$ cat src/rtl/z16_instr_loader.sv
`default_nettype none
// ============================================================================
// z16_instr_loader : framed byte stream -> Z16 instruction RAM writer that
//                    holds the core in reset until a verified load completes
// Rev 1.0
// ============================================================================
module z16_instr_loader #(
  parameter int         DEPTH   = 33,
  parameter logic [7:0] SYNC    = 8'hA5,
  parameter int         TIMEOUT = 1000000
) (
  input  logic        i_clk,
  input  logic        i_rst_n,
  input  logic [7:0]  i_byte,
  input  logic        i_byte_valid,
  output logic        o_byte_ready,
  output logic        o_we,
  output logic [15:0] o_waddr,
  output logic [15:0] o_wdata,
  output logic        o_cpu_rst_n,
  output logic        o_done,
  output logic        o_err
);

  localparam int            IW         = $clog2(DEPTH + 1);
  localparam int            TW         = $clog2(TIMEOUT + 1);
  localparam logic [IW-1:0] c_idx_one  = IW'(1);
  localparam logic [TW-1:0] c_tmo_one  = TW'(1);
  localparam logic [TW-1:0] c_tmo_last = TW'(TIMEOUT - 1);

  typedef enum logic [2:0] {
    S_IDLE, S_LEN, S_LO, S_HI, S_WR, S_CHK, S_DONE, S_ERR
  } state_t;

  state_t        r_state, w_next;
  logic [IW-1:0] r_len, r_idx;
  logic [7:0]    r_lo, r_sum;
  logic [TW-1:0] r_tcnt;
  logic          w_accept, w_timed, w_timeout, w_len_bad;

  assign w_accept  = i_byte_valid && o_byte_ready;
  assign w_timed   = (r_state == S_LEN) || (r_state == S_LO) ||
                     (r_state == S_HI)  || (r_state == S_CHK);
  assign w_timeout = w_timed && !w_accept && (r_tcnt == c_tmo_last);
  assign w_len_bad = (i_byte == 8'd0) || ({24'd0, i_byte} > 32'(DEPTH));

  always_comb begin
    w_next = r_state;
    case (r_state)
      S_IDLE, S_DONE, S_ERR: if (w_accept && i_byte == SYNC) w_next = S_LEN;
      S_LEN: if (w_accept) w_next = w_len_bad ? S_ERR : S_LO;
      S_LO:  if (w_accept) w_next = S_HI;
      S_HI:  if (w_accept) w_next = S_WR;
      S_WR:  w_next = ((r_idx + c_idx_one) == r_len) ? S_CHK : S_LO;
      S_CHK: if (w_accept) w_next = (i_byte == r_sum) ? S_DONE : S_ERR;
      default: w_next = S_IDLE;
    endcase
    // Timeout only fires on a cycle with no accepted byte, so it never races a transition.
    if (w_timeout) w_next = S_ERR;
  end

  always_ff @(posedge i_clk or negedge i_rst_n) begin
    if (!i_rst_n) begin
      r_state      <= S_IDLE;
      r_len        <= '0;
      r_idx        <= '0;
      r_lo         <= '0;
      r_sum        <= '0;
      r_tcnt       <= '0;
      o_byte_ready <= 1'b1;
      o_we         <= 1'b0;
      o_waddr      <= '0;
      o_wdata      <= '0;
      o_cpu_rst_n  <= 1'b0;
      o_done       <= 1'b0;
      o_err        <= 1'b0;
    end else begin
      r_state      <= w_next;
      r_tcnt       <= (w_timed && !w_accept) ? r_tcnt + c_tmo_one : '0;
      o_we         <= (w_next == S_WR);
      o_byte_ready <= (w_next != S_WR);

      if (w_accept) begin
        case (r_state)
          S_LEN: r_len <= IW'(i_byte);
          S_LO: begin
            r_lo  <= i_byte;
            r_sum <= r_sum + i_byte;
          end
          S_HI: begin
            r_sum   <= r_sum + i_byte;
            o_waddr <= 16'({r_idx, 1'b0});
            o_wdata <= {i_byte, r_lo};
          end
          default: ;
        endcase
      end

      if (r_state == S_WR) r_idx <= r_idx + c_idx_one;

      // Status outputs update only on the edge that enters the new state.
      if (w_next != r_state) begin
        case (w_next)
          S_LEN: begin
            o_cpu_rst_n <= 1'b0;
            o_done      <= 1'b0;
            o_err       <= 1'b0;
            r_idx       <= '0;
            r_sum       <= '0;
          end
          S_DONE: begin
            o_done      <= 1'b1;
            o_cpu_rst_n <= 1'b1;
          end
          S_ERR: begin
            o_err       <= 1'b1;
            o_done      <= 1'b0;
            o_cpu_rst_n <= 1'b0;
          end
          default: ;
        endcase
      end
    end
  end

endmodule
`default_nettype wire

$ cat config.mk
export PLATFORM = sky130hd
export DESIGN_NAME = z16_instr_loader
export DESIGN_NICKNAME = d
export VERILOG_FILES = /design/src/rtl/z16_instr_loader.sv
export SDC_FILE = /design/constraint.sdc
export NUM_CORES = 1
export LEC_CHECK = 0
export CAP_MARGIN = 20
export CORE_AREA = 2 2 110 112
export CTS_BUF_LIST = sky130_fd_sc_hd__clkbuf_2 sky130_fd_sc_hd__clkbuf_4 sky130_fd_sc_hd__clkbuf_8
export CTS_CLUSTER_SIZE = 20
export DETAILED_ROUTE_END_ITERATION = 8
export DIE_AREA = 0 0 112 114
export SLEW_MARGIN = 15
export SYNTH_ARGS = -nofsm -noshare
export SYNTH_HDL_FRONTEND = slang
export SYNTH_SLANG_ARGS = --single-unit
$ cat constraint.sdc
create_clock -name i_clk -period 2.3 [get_ports i_clk]
set_clock_uncertainty 0.05 [all_clocks]
set_input_delay 0.46 -clock i_clk [delete_from_list [all_inputs] [get_ports i_clk]]
set_output_delay 0.46 -clock i_clk [all_outputs]
set_load 0.01 [all_outputs]
== Word-level counts from Yosys, hierarchy flattened ==
Index checks and enable logic that the tools add are counted.

* Bits in registers: 77
* Input port bits: 11
* Logic and storage cells: 74

* Add/sub/neg operators: 3
* Order comparisons: 1
* Equality and inequality tests: 17
* Mux-type cells: 20
* Reduce and logical (&&, ||, !) cells: 21

{| class="wikitable"
|+ Operator list
! kind !! count
|-
| 2-to-1 mux 8 bit || 4
|-
| 2-to-1 mux 3 bit || 8
|-
| == test 3 bit (second input constant) || 7
|-
| adder 20 x 1 -> 20 bit (second input constant) || 1
|-
| == test 20 bit (second input constant) || 1
|-
| 2-to-1 mux 20 bit || 1
|-
| 2-to-1 mux 6 bit || 3
|-
| one-hot mux 3 bit (6 select lines) || 1
|-
| AND reduction 2 bit || 5
|-
| adder 8 bit || 1
|-
| == test 8 bit || 1
|-
| == test 8 bit (second input constant) || 1
|-
| > comparator 8 x 6 -> 1 bit (second input constant) || 1
|-
| logical NOT 8 bit || 1
|-
| adder 6 x 1 -> 6 bit (second input constant) || 1
|-
| == test 3 x 1 -> 1 bit (second input constant) || 2
|-
| == test 3 x 2 -> 1 bit (second input constant) || 2
|-
| == test 6 bit || 1
|-
| logical AND 1 bit || 4
|-
| logical OR 1 bit || 4
|-
| one-hot mux 1 bit (2 select lines) || 2
|-
| nonzero test 2 bit || 2
|-
| OR reduction 2 bit || 2
|-
| logical NOT 3 bit || 1
|-
| 5 further kinds || 5
|}

== Depth between registers and ports, before layout ==
* Word-level depth: 11
* Gate-level depth with buffers: 9
* Depth with buffers taken out: 9

== Worst setup path before layout ==
No wires, ideal clock.

* Path type: flip-flop to flip-flop
* Start point: register r_idx[1]
* End point: register r_idx[0]
* Arrival time: 2248 ps
* Required time: 2131 ps
* Slack: -117 ps
* Cell stages (with the launch flop): 10
* Period minus slack after synthesis: 2417 ps
* Path through: dfrtp_1 > ha_1 > nand2b_1 > o211a_1 > o31ai_1 > nand3_1 > a211o_2 > a2111oi_4 > buf_6 > nor2_2

* Longest elaborated chain between the ends: 8
* Elaborated cells on any way between the ends: 9
* Those cells by class: add/sub (1); eq/ne (3); mux (5)

{| class="wikitable"
|+ Ends and longest elaborated chain
! element !! line !! RTL
|-
| start: declaration || 36 || <nowiki>logic [IW-1:0] r_len, r_idx;</nowiki>
|-
| start signal: assignment || 99 || <nowiki>if (r_state == S_WR) r_idx <= r_idx + c_idx_one;</nowiki>
|-
| adder 6 x 1 -> 6 bit (*) || 54 || <nowiki>S_WR: w_next = ((r_idx + c_idx_one) == r_len) ? S_CHK : S_LO;</nowiki>
|-
| == test 6 bit (*) || 54 ||
|-
| 2-to-1 mux 3 bit (*) || 54 ||
|-
| one-hot mux 3 bit (6 select lines) (*) || 49 || <nowiki>case (r_state)</nowiki>
|-
| 2-to-1 mux 3 bit (*) || 59 || <nowiki>if (w_timeout) w_next = S_ERR;</nowiki>
|-
| named net w_next[1] || 35 || <nowiki>state_t r_state, w_next;</nowiki>
|-
| == test 3 x 1 -> 1 bit || 103 || <nowiki>case (w_next)</nowiki>
|-
| 2-to-1 mux 6 bit || 103 ||
|-
| 2-to-1 mux 6 bit (*) || 102 || <nowiki>if (w_next != r_state) begin</nowiki>
|}

Mark *: on every way through the listed nets, which the timed path passes. The rest lies on a longest branch.
A chain may end at the register's enable or synchronous reset.

== Final worst setup path ==
* Start point: input i_byte[2]
* End point: register r_idx[4]

* Longest elaborated chain between the ends: 9
* Elaborated cells on any way between the ends: 17
* Those cells by class: order compare (1); eq/ne (4); mux (9); reduce/logical (3)

{| class="wikitable"
|+ Ends and longest elaborated chain
! element !! line !! RTL
|-
| start: declaration || 14 || <nowiki>input logic [7:0] i_byte,</nowiki>
|-
| > comparator 8 x 6 -> 1 bit or logical NOT 8 bit (tied branches) || 45 || <nowiki>assign w_len_bad = (i_byte == 8'd0) || ({24'd0, i_byte} > 32'(DEPTH));</nowiki>
|-
| logical OR 1 bit || 45 ||
|-
| 2-to-1 mux 3 bit (2 in a row) || 51 || <nowiki>S_LEN: if (w_accept) w_next = w_len_bad ? S_ERR : S_LO;</nowiki>
|-
| one-hot mux 3 bit (6 select lines) (*) || 49 ||
|-
| 2-to-1 mux 3 bit (*) || 59 ||
|-
| == test 3 x 1 -> 1 bit || 103 ||
|-
| 2-to-1 mux 6 bit || 103 ||
|-
| 2-to-1 mux 6 bit (*) || 102 ||
|}

Every way passes the cells marked *; elsewhere a longest branch is shown, timed or not.

==> reports/metrics.cfg <==
[timing]
finalSetupViolations=12
fin_crit_ns=2.35
max_freq_ghz=0.425
rsz0062_at_grt=yes
setup_slack_ns=-0.0503
drv_slew=0
hold_viol=3
hold_ws_ns=-0.00711
timing.final.crit_share_pct=102
setup-tns-final_ns=-0.470

[grt]
overflow=0
antenna_found_initial=0
grt.total_usage_pct=15.2
grt_pass1_wl_um=15600
grt_pass1_vias=3251
grt_max_degree=46

[floorplan]
initial_core_util_pct=33.6
die_area_sq_um=12800
fp.dieW_um=112
ios=48
die_h_um=114
core_sq_um=11700
rows=40

[place]
hpwl_um=6580
gp_congestion=0.811
place_inst=627
dp_slack_ns=-0.707
portBuffers=37

[synth]
ys_async_sr_fraction_pct=100
ys_types=61
synth-seq-cells=77
yosysSeqAreaShare_pct=49.0
ys.flop_type=dfrtp_1
yosysWarningCount=0
avgSynthCellArea_sq_um=10.0
synth_area_sq_um=3940
synth_edf_count=0
postSynthCellCount=392

[power]
pwr_density_cell_nw_per_um2=1130
combPwrFrac_pct=45.9
switchingPower_mw=2.12
p_leak_nw=2.45
ir_worst_vdd_uv=553
swShare_pct=36.1
p_seq_share_pct=36.0
clkPwrFrac_pct=18.1
power.total_mw=5.88
p_int_mw=3.75

[route]
drc=0
viasPerCell=4.78
dr.pass1.iters=4
postRouteAntennaNets=0
avgRoutedWirePerCell_um=14.1
routed_wl_um=9150
drt_iter0_markers=148
vias=3100

[cts]
cts.path.max_buffers=2
cts_root_buf=clkbuf_8
clk_latency_ns=0.36
cts_sinks=77
path_clk_slew_ns=0.08
cts_tree=done
cts-hold-fix-buffers=0
htreeDepth=3
cts_buffers=9

[status]
status=finished with violations
violations=negative hold slack, negative setup slack

[job]
cap_violations=0

[worst_setup_path]
ff2ff_setup_slack_ns=-0.04
r2r_cells=9
critical_path_class=primary input to flop
crit_path_end_kind=flop
startpoint_type=primary input
r2r-start=o_byte_ready
worstPathMaxFanout=6
worst-endpoint-arrival_ns=2.54
required_ns=2.49
timing.rr.end=r_idx[4]

[final_layout]
nets=518
areaGrowthSynthToFinish_pct=32.3
regArea_sq_um=1930
stdcell_count=649
diodes=0
fill_cells=1159
drive_gt1_share_pct=27.7
multiInputGateArea_sq_um=1960

[worst_hold_path]
min_path_type=primary input to asynchronous set/reset pin

## layout by cell type, fill, tap and decap left out, drive strengths merged, types with 2 or more instances in the layout
master	instances
nand2	83
dfrtp	76
buf	72
nor2	47
clkdlybuf4s50	27
xor2	18
xnor2	17
mux2	14
nand3	12
a21oi	12
clkbuf	12
conb	10
nand4	9
ha	9
inv	8
mux2i	7
nor3	7
nor2b	4
dlygate4sd2	4
o21ai	4
nor4	4
and3	3
and2	3
nor4b	2
a21o	2
or3	2
clkinvlp	2
clkdlybuf4s15	2
nand2b	2
o21bai	2
and4	2
o211ai	2
## per-stage QoR
stage	instance area [sq um]	utilization [%]
finish	5210	44.5
global route	5210	44.5
CTS	5170	44.1
detailed placement	4880	41.6
global placement	4880	41.6
floorplan	3980	-
## synth_stat cells, types with 7 or more instances
library cell / number / share of area (%)
nand2_1: 82 / 7.8
buf_4: 12 / 2.3
dfrtp_1: 76 / 48
nor2_2: 10 / 1.6
xor2_1: 18 / 4.0
xnor2_1: 17 / 3.8
nand4_1: 9 / 1.4
mux2_2: 14 / 4.0
mux2i_1: 7 / 1.8
ha_1: 9 / 2.9
a21oi_1: 11 / 1.4
nand3_1: 11 / 1.4
nor2_1: 37 / 3.5
inv_1: 7 / 0.67
## state kept, by name, summed over array words and instances, names as in the netlist
signal        flops
o_byte_ready      1
o_done            1
o_err             1
o_waddr           6
o_wdata          16
o_we              1
r_idx             6
r_len             6
r_lo              8
r_state           3
r_sum             8
r_tcnt           20
## logic make-up (layout without fill, tap and decap cells)
group	after synthesis	in the layout	synth area share (%)
fa+ha+maj	10	10	3.37
mux	21	21	5.79
xor+xnor	35	35	7.79
compound gates	36	36	7.06
other cells	1	10	0.0953
flops	77	77	49.0
simple gates	183	183	22.4
buf+inv	29	130	4.52
## critical path: stages
cell and delay, ns:
clkdlybuf4s15_1 0.25, nor4_4 0.28, mux2i_2 0.13, buf_4 0.17, a311o_1 0.36, o211ai_2 0.08
a21oi_2 0.10, a2111oi_4 0.35, buf_4 0.17, buf_8 0.13, nor2_2 0.05
## what timing repair did
| action | 4_1_cts | 5_1_grt |
|---|---|---|
| resized for setup | 23 | 14 |
| pin swaps | 19 | 5 |
| buffers inserted | 4 | 2 |
| endpoints found under the setup margin | 16 | 16 |
## routing by layer
layer	wire length, um	up-vias	global-route usage, %
li1	-	1506	-
met1	4250	1508	18.8
met2	4390	69	26.5
met3	344	17	3.40
met4	167	0	4.88
met5	0	-	0
## power groups by stage
stage | logic, mW | registers [mW] | clock network [mW]
after floorplan | 1.41 | 2.15 | 0
after global placement | 2.48 | 2.11 | 0
after detailed placement | 2.52 | 2.14 | 0
after CTS | 2.65 | 2.11 | 1.10
after global routing | 2.95 | 2.18 | 1.15
final | 2.70 | 2.11 | 1.06
## how the worst max path moves through the flow
stage	startpoint	endpoint	slack (ns)	cells after the start
2_1_floorplan	r_idx[1]	r_idx[0]	-0.05	9
3_3_place_gp	i_byte[1]	r_sum[5]	-0.60	10
3_5_place_dp	i_byte[1]	r_sum[6]	-0.71	10
4_1_cts	r_idx[1]	r_sum[6]	-0.03	10
5_1_grt	o_byte_ready	r_idx[4]	-0.15	9
6_report	i_byte[2]	r_idx[4]	-0.05	11
## final cells by class
cell class | instances | area share, %
Multi-Input combinational cell | 295 | 37.6
Inverter | 7 | 0.505
Clock inverter | 5 | 1.13
Timing Repair Buffer | 107 | 17.4
Clock buffer | 11 | 2.79
Sequential cell | 77 | 37.0
Tap cell | 147 | 3.53
Power figures use the tool's default switching activity.
